`src/rtl/hr_isa_pkg.sv`:
```
// Shared ISA constants and enums for the program loader and the core decoder.
package hr_isa_pkg;

  // Major opcodes
  localparam logic [6:0] OPC_R = 7'b0110011;
  localparam logic [6:0] OPC_I = 7'b0000011;
  localparam logic [6:0] OPC_S = 7'b0100011;
  localparam logic [6:0] OPC_B = 7'b1100011;

  // funct3 / funct7 values
  localparam logic [2:0] F3_ADD = 3'b000;
  localparam logic [2:0] F3_SUB = 3'b000;
  localparam logic [2:0] F3_AND = 3'b111;
  localparam logic [2:0] F3_OR  = 3'b110;
  localparam logic [2:0] F3_BEQ = 3'b000;
  localparam logic [6:0] F7_BASE = 7'b0000000;
  localparam logic [6:0] F7_SUB  = 7'b0100000;

  typedef enum logic [1:0] {
    REQ_R      = 2'd0,
    REQ_LOAD   = 2'd1,
    REQ_STORE  = 2'd2,
    REQ_BRANCH = 2'd3
  } req_type_e;

  typedef enum logic [1:0] {
    ALU_ADD = 2'd0,
    ALU_SUB = 2'd1,
    ALU_AND = 2'd2,
    ALU_OR  = 2'd3
  } alu_req_e;

  typedef enum logic [1:0] {
    ERR_NONE     = 2'd0,
    ERR_RANGE    = 2'd1,
    ERR_ODD      = 2'd2,
    ERR_OVERFLOW = 2'd3
  } err_code_e;

  typedef enum logic [1:0] {
    ST_IDLE  = 2'd0,
    ST_RUN   = 2'd1,
    ST_WRITE = 2'd2,
    ST_DONE  = 2'd3
  } enc_state_e;

endpackage

```
`src/rtl/hr_instr_encode_comb.sv`:
```
// Pure combinational request-to-instruction encoder with immediate range checks.
module hr_instr_encode_comb
  import hr_isa_pkg::*;
#(
  parameter logic [2:0] LS_FUNCT3 = 3'b011
) (
  input  req_type_e          req_type,
  input  alu_req_e           req_alu,
  input  logic [4:0]         rd,
  input  logic [4:0]         rs1,
  input  logic [4:0]         rs2,
  input  logic signed [63:0] imm,
  output logic [31:0]        word,
  output err_code_e          err_code
);

  logic [2:0] f3;
  logic [6:0] f7;

  // Build the word for each type; unused fields stay zero. Branch stores imm[12:1].
  always_comb begin
    word     = '0;
    err_code = ERR_NONE;
    f3       = F3_ADD;
    f7       = F7_BASE;
    case (req_type)
      REQ_R: begin
        case (req_alu)
          ALU_ADD: f3 = F3_ADD;
          ALU_SUB: begin f3 = F3_SUB; f7 = F7_SUB; end
          ALU_AND: f3 = F3_AND;
          ALU_OR:  f3 = F3_OR;
          default: f3 = F3_ADD;
        endcase
        word = {f7, rs2, rs1, f3, rd, OPC_R};
      end
      REQ_LOAD: begin
        word = {imm[11:0], rs1, LS_FUNCT3, rd, OPC_I};
        if ((imm < -64'sd2048) || (imm > 64'sd2047)) err_code = ERR_RANGE;
      end
      REQ_STORE: begin
        word = {imm[11:5], rs2, rs1, LS_FUNCT3, imm[4:0], OPC_S};
        if ((imm < -64'sd2048) || (imm > 64'sd2047)) err_code = ERR_RANGE;
      end
      REQ_BRANCH: begin
        word = {imm[12:6], rs2, rs1, F3_BEQ, imm[5:1], OPC_B};
        if (imm[0]) err_code = ERR_ODD;
        else if ((imm < -64'sd4096) || (imm > 64'sd4094)) err_code = ERR_RANGE;
      end
      default: word = '0;
    endcase
  end

endmodule

```
`src/rtl/hr_instr_encoder.sv`:
```
// Sequential program loader: accepts symbolic requests, encodes them and
// writes the words to instruction memory through a ready-gated write port.
module hr_instr_encoder
  import hr_isa_pkg::*;
#(
  parameter int         ADDR_W    = 8,
  parameter int         DEPTH     = 256,
  parameter logic [2:0] LS_FUNCT3 = 3'b011
) (
  input  logic              clk_i,
  input  logic              rst_i,
  input  logic              start_i,
  input  logic              finish_i,
  input  logic              req_valid_i,
  output logic              req_ready_o,
  input  logic [1:0]        req_type_i,
  input  logic [1:0]        req_alu_i,
  input  logic [4:0]        req_rd_i,
  input  logic [4:0]        req_rs1_i,
  input  logic [4:0]        req_rs2_i,
  input  logic signed [63:0] req_imm_i,
  output logic              imem_we_o,
  input  logic              imem_ready_i,
  output logic [ADDR_W-1:0] imem_addr_o,
  output logic [31:0]       imem_wdata_o,
  output logic [ADDR_W:0]   count_o,
  output logic              err_o,
  output logic [1:0]        err_code_o,
  output logic              done_o
);

  localparam logic [ADDR_W:0]   DEPTH_C   = (ADDR_W + 1)'(DEPTH);
  localparam logic [ADDR_W-1:0] ADDR_LAST = ADDR_W'(DEPTH - 1);

  enc_state_e        state, state_nx;
  logic [ADDR_W-1:0] addr_p1;
  logic [31:0]       word_p1;
  logic [ADDR_W:0]   cnt;
  logic              err;
  err_code_e         code;

  logic [31:0] enc_word;
  err_code_e   enc_err;
  err_code_e   chk_err;
  logic        hs;
  logic        full;

  hr_instr_encode_comb #(
    .LS_FUNCT3 (LS_FUNCT3)
  ) u_encode (
    .req_type (req_type_e'(req_type_i)),
    .req_alu  (alu_req_e'(req_alu_i)),
    .rd       (req_rd_i),
    .rs1      (req_rs1_i),
    .rs2      (req_rs2_i),
    .imm      (req_imm_i),
    .word     (enc_word),
    .err_code (enc_err)
  );

  assign hs      = req_valid_i && (state == ST_RUN);
  assign full    = (cnt == DEPTH_C);
  assign chk_err = full ? ERR_OVERFLOW : enc_err;

  // Next state and state-decoded outputs; a handshake takes priority over finish.
  always_comb begin
    state_nx    = state;
    req_ready_o = 1'b0;
    imem_we_o   = 1'b0;
    done_o      = 1'b0;
    case (state)
      ST_IDLE: if (start_i) state_nx = ST_RUN;
      ST_RUN: begin
        req_ready_o = 1'b1;
        if (hs) begin
          if (chk_err == ERR_NONE) state_nx = ST_WRITE;
        end else if (finish_i) begin
          state_nx = ST_DONE;
        end
      end
      ST_WRITE: begin
        imem_we_o = 1'b1;
        if (imem_ready_i) state_nx = ST_RUN;
      end
      ST_DONE: begin
        done_o   = 1'b1;
        state_nx = ST_IDLE;
      end
      default: state_nx = ST_IDLE;
    endcase
  end

  // State register.
  always_ff @(posedge clk_i or posedge rst_i) begin
    if (rst_i) state <= ST_IDLE;
    else       state <= state_nx;
  end

  // Word/address capture, counters and sticky error; the address saturates at the last word.
  always_ff @(posedge clk_i or posedge rst_i) begin
    if (rst_i) begin
      addr_p1 <= '0;
      word_p1 <= '0;
      cnt     <= '0;
      err     <= 1'b0;
      code    <= ERR_NONE;
    end else begin
      if ((state == ST_IDLE) && start_i) begin
        addr_p1 <= '0;
        cnt     <= '0;
        err     <= 1'b0;
        code    <= ERR_NONE;
      end
      if (hs) begin
        if (chk_err == ERR_NONE) begin
          word_p1 <= enc_word;
        end else begin
          err <= 1'b1;
          if (code == ERR_NONE) code <= chk_err;
        end
      end
      if ((state == ST_WRITE) && imem_ready_i) begin
        cnt <= cnt + 1'b1;
        if (addr_p1 != ADDR_LAST) addr_p1 <= addr_p1 + 1'b1;
      end
    end
  end

  assign imem_addr_o  = addr_p1;
  assign imem_wdata_o = word_p1;
  assign count_o      = cnt;
  assign err_o        = err;
  assign err_code_o   = code;

endmodule

```
`config.mk`:
```
export PLATFORM = sky130hd
export DESIGN_NAME = hr_instr_encoder
export DESIGN_NICKNAME = d
export VERILOG_FILES = /design/src/rtl/hr_isa_pkg.sv /design/src/rtl/hr_instr_encode_comb.sv /design/src/rtl/hr_instr_encoder.sv
export SDC_FILE = /design/constraint.sdc
export NUM_CORES = 1
export LEC_CHECK = 0
export ABC_CLOCK_PERIOD_IN_PS = 4300
export CAP_MARGIN = 0
export CORE_AREA = 2 2 87 89
export CTS_BUF_LIST = sky130_fd_sc_hd__clkbuf_2 sky130_fd_sc_hd__clkbuf_4 sky130_fd_sc_hd__clkbuf_8
export CTS_CLUSTER_DIAMETER = 150
export DETAILED_ROUTE_END_ITERATION = 16
export DIE_AREA = 0 0 89 91
export GPL_ROUTABILITY_DRIVEN = 0
export PLACE_DENSITY = 0.81
export SYNTH_ARGS = -nofsm -noshare
export SYNTH_HDL_FRONTEND = slang
export SYNTH_HIERARCHICAL = 1
export SYNTH_SLANG_ARGS = --single-unit
```
`constraint.sdc`:
```
create_clock -name clk_i -period 4.3 [get_ports clk_i]
set_input_delay 0.43 -clock clk_i [delete_from_list [all_inputs] [get_ports clk_i]]
set_output_delay 0.43 -clock clk_i [all_outputs]
set_load 0.01 [all_outputs]
```
==> summary.txt, run 1 <==
number of remaining DRC errors: 0
period utilisation layout: 71.4%
Initial Util: 44.1%
Worst EP arrival: 3.26 ns
number of distinct standard cells referenced by the synthesized netlist: 52
number of DRC markers after the initial detailed-route iteration: 164
total global routing track utilization: 22.2%
Static Leakage: 1.88 nW
number of global-route vias before repair: 2967
Post-Syn Area: 0.00315 mm²
number of setup buffers added after CTS: 0
met3 WL: 648 µm
antenna violations before repair: 0
outcome: finished, final reports clean
design area: 0.00469 mm²
count of non-filler cells in the finished layout: 542
cell area power density: 453 mW/mm²
IR drop worst, VDD: 0.325 mV
total negative slack: 0 ns
critical path fanouts, max: 34
count of antenna-violating nets left after detailed routing: 0
CTS tree: done
number of resized instances in the post-cts repair step: 0
Final Worst Setup Slack: 1.23 ns
Die Span X: 89 µm
Setup-failing EPs final: 0
routed via count: 3037
setup repair after global routing missed its margin: no
critical-path cell list: clkdlybuf4s50_1 -> inv_1 -> ha_1 -> nor3b_1 -> nor4_1 -> and4_1 -> nor4_1 -> nor4_4 -> buf_4 -> mux2_1
number of nets in the layout: 540
Max Root-Sink Buffers: 2
worst-case register-to-register setup slack: 1.96 ns
beginning of the critical path: req_type_i[0]
maximum number of pins on one net before global-route repair: 55
layout-stage area growth over the synthesis result: 48.9%
Site Rows: 31
clock sink total: 54
final hold violations: 0
CTS root buf: sky130_fd_sc_hd__clkbuf_8
detailed-route wire length per cell: 16.4 µm
clock-pin slew on the worst setup and hold paths: 0.10 ns
# diodes: 0
Crit-path slowest cell: sky130_fd_sc_hd__nor4_1
detailed-routing wirelength on met1: 3.72 mm
Placed Cells incl. Taps: 534
stage delay of the slowest cell on the critical path: 0.60 ns
final number of max-transition violations: 0
logic depth of the worst register-to-register path: 7
worst setup slack before clock tree synthesis: 0.915 ns
routed wire length: 8.91 mm
maxcap violations: 0
sort of element at the start of the critical path: input port
startpoint of the lowest-slack hold path: err_o
area enclosed by the die boundary: 0.00810 mm²
core region area: 0.00714 mm²
Seq/Total Area, Yosys: 42.9%
met2 routed wirelength: 4.45 mm
maximum level of the CTS H-tree: 2
data required time at the worst endpoint: 4.49 ns
proportion of synthesized flip-flops having asynchronous set or reset: 100%
vias per std cell: 5.60
capture point of the worst reg-to-reg path: imem_wdata_o[13]
first-pass GRT wire length: 14.4 mm
number of enable flip-flop cells after synthesis: 0
critical path capture point: imem_wdata_o[21]
cells after synthesis: 309
slew at the pin with the worst max-slew slack: 1.10 ns
worst skew pair latency: 0.31 ns
total gr overflow: 0
final clock skew: 0.0105 ns
startpoint of the worst-slack reg-to-reg timing path: count_o[0]
port buffer count: 143
smallest hold slack: 0.503 ns
number of buffers inserted for hold repair after clock tree synthesis: 0
number of iterations in the first detailed-routing pass: 5
mean cell area of the mapped netlist: 10.2 µm²
top routing layer in use: met4
hold crit path type: reg -> reg
# IOs: 144
cell type with the highest occurrence count on the critical path: sky130_fd_sc_hd__nor4_1
category of the worst setup path capture point: flip-flop
FMAX: 326 MHz
Worst slew margin: 26.5%
final HPWL from detailed placement: 6.99 mm
Final Critical Period: 3.07 ns
ys flop type: sky130_fd_sc_hd__dfrtp_1
total cell area at the placement stage: 0.00458 mm²
Crit Path Class: in -> reg
total clock buffers created by CTS: 5
vertical die dimension: 91 µm
Synth Register Bits: 54
fraction of final layout cells with drive strength greater than 1: 11.7%
Syn. warnings: 6
[report_power, final]
part           total [mW]  internal (mW)  switching (mW)
clock network       0.345          0.175           0.170
logic               0.951          0.572           0.379
registers           0.829          0.685           0.144
[cells in the mapped netlist, types with 2 or more instances]
cell / n / area (µm²)
sky130_fd_sc_hd__conb_1: 2 / 7.51
sky130_fd_sc_hd__inv_1: 10 / 37.5
sky130_fd_sc_hd__nand2_1: 19 / 71.3
sky130_fd_sc_hd__buf_2: 3 / 15.0
sky130_fd_sc_hd__dfrtp_1: 54 / 1350
sky130_fd_sc_hd__and4_1: 3 / 26.3
sky130_fd_sc_hd__o21ai_0: 22 / 110
sky130_fd_sc_hd__a22o_1: 5 / 43.8
sky130_fd_sc_hd__nor3_1: 3 / 15.0
sky130_fd_sc_hd__mux2_2: 31 / 349
sky130_fd_sc_hd__nor4_1: 14 / 87.6
sky130_fd_sc_hd__o31ai_1: 3 / 22.5
sky130_fd_sc_hd__o21ai_1: 4 / 20.0
sky130_fd_sc_hd__ha_1: 9 / 113
sky130_fd_sc_hd__and2_1: 3 / 18.8
sky130_fd_sc_hd__clkbuf_1: 3 / 11.3
sky130_fd_sc_hd__a22oi_1: 11 / 82.6
sky130_fd_sc_hd__buf_4: 9 / 67.6
sky130_fd_sc_hd__buf_6: 4 / 45.0
sky130_fd_sc_hd__nand3_1: 7 / 35.0
sky130_fd_sc_hd__o211ai_1: 2 / 15.0
sky130_fd_sc_hd__and3_1: 2 / 12.5
sky130_fd_sc_hd__or3_1: 2 / 12.5
sky130_fd_sc_hd__nand2b_1: 3 / 18.8
sky130_fd_sc_hd__nand4_1: 22 / 138
sky130_fd_sc_hd__a21oi_1: 8 / 40.0
sky130_fd_sc_hd__nor2_1: 19 / 71.3
sky130_fd_sc_hd__nor3b_1: 2 / 15.0
sky130_fd_sc_hd__mux2i_1: 3 / 30.0
sky130_fd_sc_hd__nor4_2: 5 / 62.6
[layer usage]
metal / vias up / global-route usage, %
met5: - / 0
met4: 0 / 5.47
met3: 11 / 3.36
met2: 147 / 35.9
met1: 1456 / 31.2
li1: 1423 / -
[kinds of logic (layout without fill, tap and decap cells)]
logic type / Yosys count / count (layout) / synth area share, %
compound gates: 64 / 64 / 13.3
xor+xnor: 1 / 1 / 0.278
fa+ha+maj: 9 / 9 / 3.58
buf+inv: 30 / 162 / 5.72
flops: 54 / 54 / 42.9
mux: 35 / 35 / 12.4
other cells: 2 / 4 / 0.239
simple gates: 114 / 114 / 21.6
[registers in the layout, indices dropped and copies added, names as in the netlist]
name,flops
imem_addr_o,8
count_o,9
state,2
err_o,1
err_code_o,2
imem_wdata_o,32
[layout by cell type (no fill, tap or decap), drive strengths merged, types with 4 or more instances in the layout]
cell,instances
a21oi,8
a22o,5
a22oi,11
clkbuf,5
clkdlybuf4s50,143
conb,4
dfrtp,54
ha,9
inv,11
mux2,32
nand2,20
nand3,7
nand4,22
nor2,19
nor4,20
o21ai,26
[per-stage QoR]
stage | utilization (%) | total power [mW]
2_1_floorplan | - | 1.25
3_3_place_gp | 64.1 | 1.76
3_5_place_dp | 64.1 | 1.79
4_1_cts | 65.7 | 2.14
5_1_grt | 65.7 | 2.25
6_report | 65.7 | 2.12
[worst min path at each step]
stage,end,slack [ns],cells past startpoint
2_1_floorplan,err_o,0.52,2
3_3_place_gp,imem_wdata_o[21],0.47,1
3_5_place_dp,err_o,0.48,2
4_1_cts,err_o,0.51,2
5_1_grt,err_o,0.52,2
6_report,err_o,0.50,2
[critical path: cells and delay by family]
family / cells / cell delay, ns
adder cells (fa/ha/maj): 1 / 0.36
multiplexers: 1 / 0.35
AND/OR/NAND/NOR: 5 / 1.17
buffers and inverters: 3 / 0.96
[area by class of cell]
cell class	instances	area (µm²)
clock inverters	3	43.8
clock buffers	5	68.8
fillers	583	2450
flip-flops and latches	54	1350
multi-input cells	227	1620
well taps	99	124
inverters	10	37.5
repair buffers	144	1440
Note: power is estimated with default switching activity, not from simulation.
==> run 2, diff against run 1 <==
--- a/config.mk
+++ b/config.mk
@@ -5,15 +5,15 @@
 export SDC_FILE = /design/constraint.sdc
 export NUM_CORES = 1
 export LEC_CHECK = 0
-export ABC_CLOCK_PERIOD_IN_PS = 4300
+export ABC_CLOCK_PERIOD_IN_PS = 2800
 export CAP_MARGIN = 0
-export CORE_AREA = 2 2 87 89
+export CORE_AREA = 2 2 93 95
 export CTS_BUF_LIST = sky130_fd_sc_hd__clkbuf_2 sky130_fd_sc_hd__clkbuf_4 sky130_fd_sc_hd__clkbuf_8
 export CTS_CLUSTER_DIAMETER = 150
 export DETAILED_ROUTE_END_ITERATION = 16
-export DIE_AREA = 0 0 89 91
+export DIE_AREA = 0 0 95 97
 export GPL_ROUTABILITY_DRIVEN = 0
-export PLACE_DENSITY = 0.81
+export PLACE_DENSITY = 0.74
 export SYNTH_ARGS = -nofsm -noshare
 export SYNTH_HDL_FRONTEND = slang
 export SYNTH_HIERARCHICAL = 1
==> constraint.sdc (replaced) <==
create_clock -name clk_i -period 2.8 [get_ports clk_i]
set_input_delay 0.28 -clock clk_i [delete_from_list [all_inputs] [get_ports clk_i]]
set_output_delay 0.28 -clock clk_i [all_outputs]
set_load 0.01 [all_outputs]
==> run 2 against run 1 <==
Net effect:
- non-clock buffer count is 13 higher
- die area increased by 14%
- final cell count increased by 3.5%
- core utilization is 6.6 points lower
- global-route usage fell by 2.6 points
- sequential power rose by 52%
- flip-flop and latch count did not move
- register-to-register slack worse by 1.3 ns
- critical endpoint is now imem_wdata_o[19]
- critical path type unchanged
- wire length up 0.40%
- worst setup slack worse by 1.1 ns
- design area increased by 2.5%
- via count down 1.6%
==> summary.txt, run 2 (synthesis results as in run 1) <==
maximum number of pins on one net before global-route repair: 34 (-38%)
period utilisation layout: 95.3%
commonest non-fill, non-tap cells in the layout: 143 x sky130_fd_sc_hd__clkdlybuf4s50_1, 54 x sky130_fd_sc_hd__dfrtp_1, 31 x sky130_fd_sc_hd__mux2_2
final number of max-transition violations: 0 (unchanged)
final HPWL from detailed placement: 7.28 mm (+4.1%)
number of buffers inserted for hold repair after clock tree synthesis: 0 (unchanged)
Setup-failing EPs final: 0 (unchanged)
total chip power: 3.20 mW (+51%)
Final Critical Period: 2.67 ns
total global routing track utilization: 19.6% (-2.6 points)
setup repair after global routing missed its margin: no
vertical die dimension: 97 µm (+6.6%)
core region area: 0.00813 mm² (+14%)
critical path fanouts, max: 33 (-2.9%)
# diodes: 0 (unchanged)
critical-path cell list: clkdlybuf4s50_1 -> inv_1 -> ha_1 -> nor3b_1 -> nor4_1 -> and4_1 -> nor4_2 -> nor4_4 -> buf_12 -> mux2_2
Static Leakage: 1.94 nW (+3.3%)
count of antenna-violating nets left after detailed routing: 0 (unchanged)
most common cell after layout, fill and taps aside: sky130_fd_sc_hd__clkdlybuf4s50_1
number of nets in the layout: 553 (+2.4%)
category of the worst setup path capture point: flip-flop
port buffer count: 143 (unchanged)
total cell area at the placement stage: 0.00471 mm² (+2.8%)
Site Rows: 33 (+6.5%)
vias per std cell: 5.33 (-4.9%)
Worst EP arrival: 2.86 ns (-0.40 ns)
FMAX: 375 MHz
critical path buffer and inverter count: 3 (unchanged)
maximum level of the CTS H-tree: 2 (unchanged)
IR drop worst, VDD: 0.342 mV (+5.4%)
cell area power density: 666 mW/mm² (+47%)
first-pass GRT wire length: 14.6 mm (+1.8%)
total gr overflow: 0 (unchanged)
flip-flop count of the largest register after layout: 32 (unchanged)
number of remaining DRC errors: 0 (unchanged)
sort of element at the start of the critical path: input port
final hold violations: 0 (unchanged)
clock-pin slew on the worst setup and hold paths: 0.10 ns (about the same)
detailed-route wire length per cell: 15.9 µm (-3.0%)
slew at the pin with the worst max-slew slack: 0.654 ns (-0.447 ns)
Die Span X: 95 µm (+6.7%)
hold crit path type: in -> async
post-layout utilization of the core: 59.1% (-6.6 points)
# IOs: 144 (unchanged)
area enclosed by the die boundary: 0.00922 mm² (+14%)
CTS root buf: sky130_fd_sc_hd__clkbuf_8
outcome: finished, final reports clean
Max Root-Sink Buffers: 2 (unchanged)
Crit-path slowest cell: sky130_fd_sc_hd__clkdlybuf4s50_1
stage delay of the slowest cell on the critical path: 0.49 ns (-0.11 ns)
Worst slew margin: 56.3% (+30 points)
number of setup buffers added after CTS: 0 (unchanged)
CTS tree: done
total clock buffers created by CTS: 5 (unchanged)
startpoint of the worst-slack reg-to-reg timing path: count_o[0]
final clock skew: 0.0133 ns (+0.00279 ns)
clock sink total: 54 (unchanged)
number of DRC markers after the initial detailed-route iteration: 104 (-37%)
design area: 0.00481 mm² (+2.5%)
worst skew pair latency: 0.31 ns (about the same)
Initial Util: 38.7% (-5.4 points)
routed wire length: 8.95 mm (+0.40%)
number of global-route vias before repair: 2977 (+0.34%)
layout-stage area growth over the synthesis result: 52.7%
total negative slack: 0 ns (unchanged)
number of resized instances in the post-cts repair step: 0 (unchanged)
fraction of final layout cells with drive strength greater than 1: 14.5% (+2.7 points)
smallest hold slack: 0.350 ns (-0.153 ns)
Crit Path Class: in -> reg
beginning of the critical path: req_type_i[0]
family with the most delay on the worst path: simple AND/OR/NAND/NOR gates
data required time at the worst endpoint: 2.99 ns (-1.50 ns)
antenna violations before repair: 0 (unchanged)
routed via count: 2988 (-1.6%)
number of iterations in the first detailed-routing pass: 5 (unchanged)
maxcap violations: 0 (unchanged)
## run 2: cell count changes in the layout (fill, tap and decap cells not counted), sizes merged
cell and change:
buf +13, inv -1, clkinv +2, bufinv -1
## run 2: through the flow
step	setup WS, ns	std cells
after floorplan	0.380	311
after global placement	-0.0774	553
after detailed placement	-0.195	553
after CTS	0.131	561
after global routing	0.0685	561
final	0.133	561
## run 2: cell type report
type / count / area (µm²)
Fill cell: 713 / 3330
Multi-Input combinational cell: 227 / 1630
Timing Repair Buffer: 157 / 1560
Sequential cell: 54 / 1350
Tap cell: 105 / 131
Clock buffer: 5 / 68.8
Inverter: 10 / 37.5
Clock inverter: 3 / 26.3
## run 2: report_power, final
part	internal [mW]	switching (mW)
clock	0.181	0.267
sequential	1.05	0.209
combinational	0.904	0.589
total	2.14	1.06
## run 2: layer usage
layer	global-route usage (%)	part of all wire (%)
met5	0	0
met4	3.12	1.2
met3	3.82	5.5
met2	32.6	49
met1	26.8	44
## run 2: final timing paths
path                                     to  slack, ns  depth (start not counted)
max in group asynchronous  imem_wdata_o[19]       1.89                          3
min in group clk_i                    err_o       0.49                          2
min reg2reg                           err_o       0.49                          2
max                        imem_wdata_o[19]       0.13                         10
max reg2reg                imem_wdata_o[19]       0.62                          7
min                          imem_addr_o[7]       0.35                          2
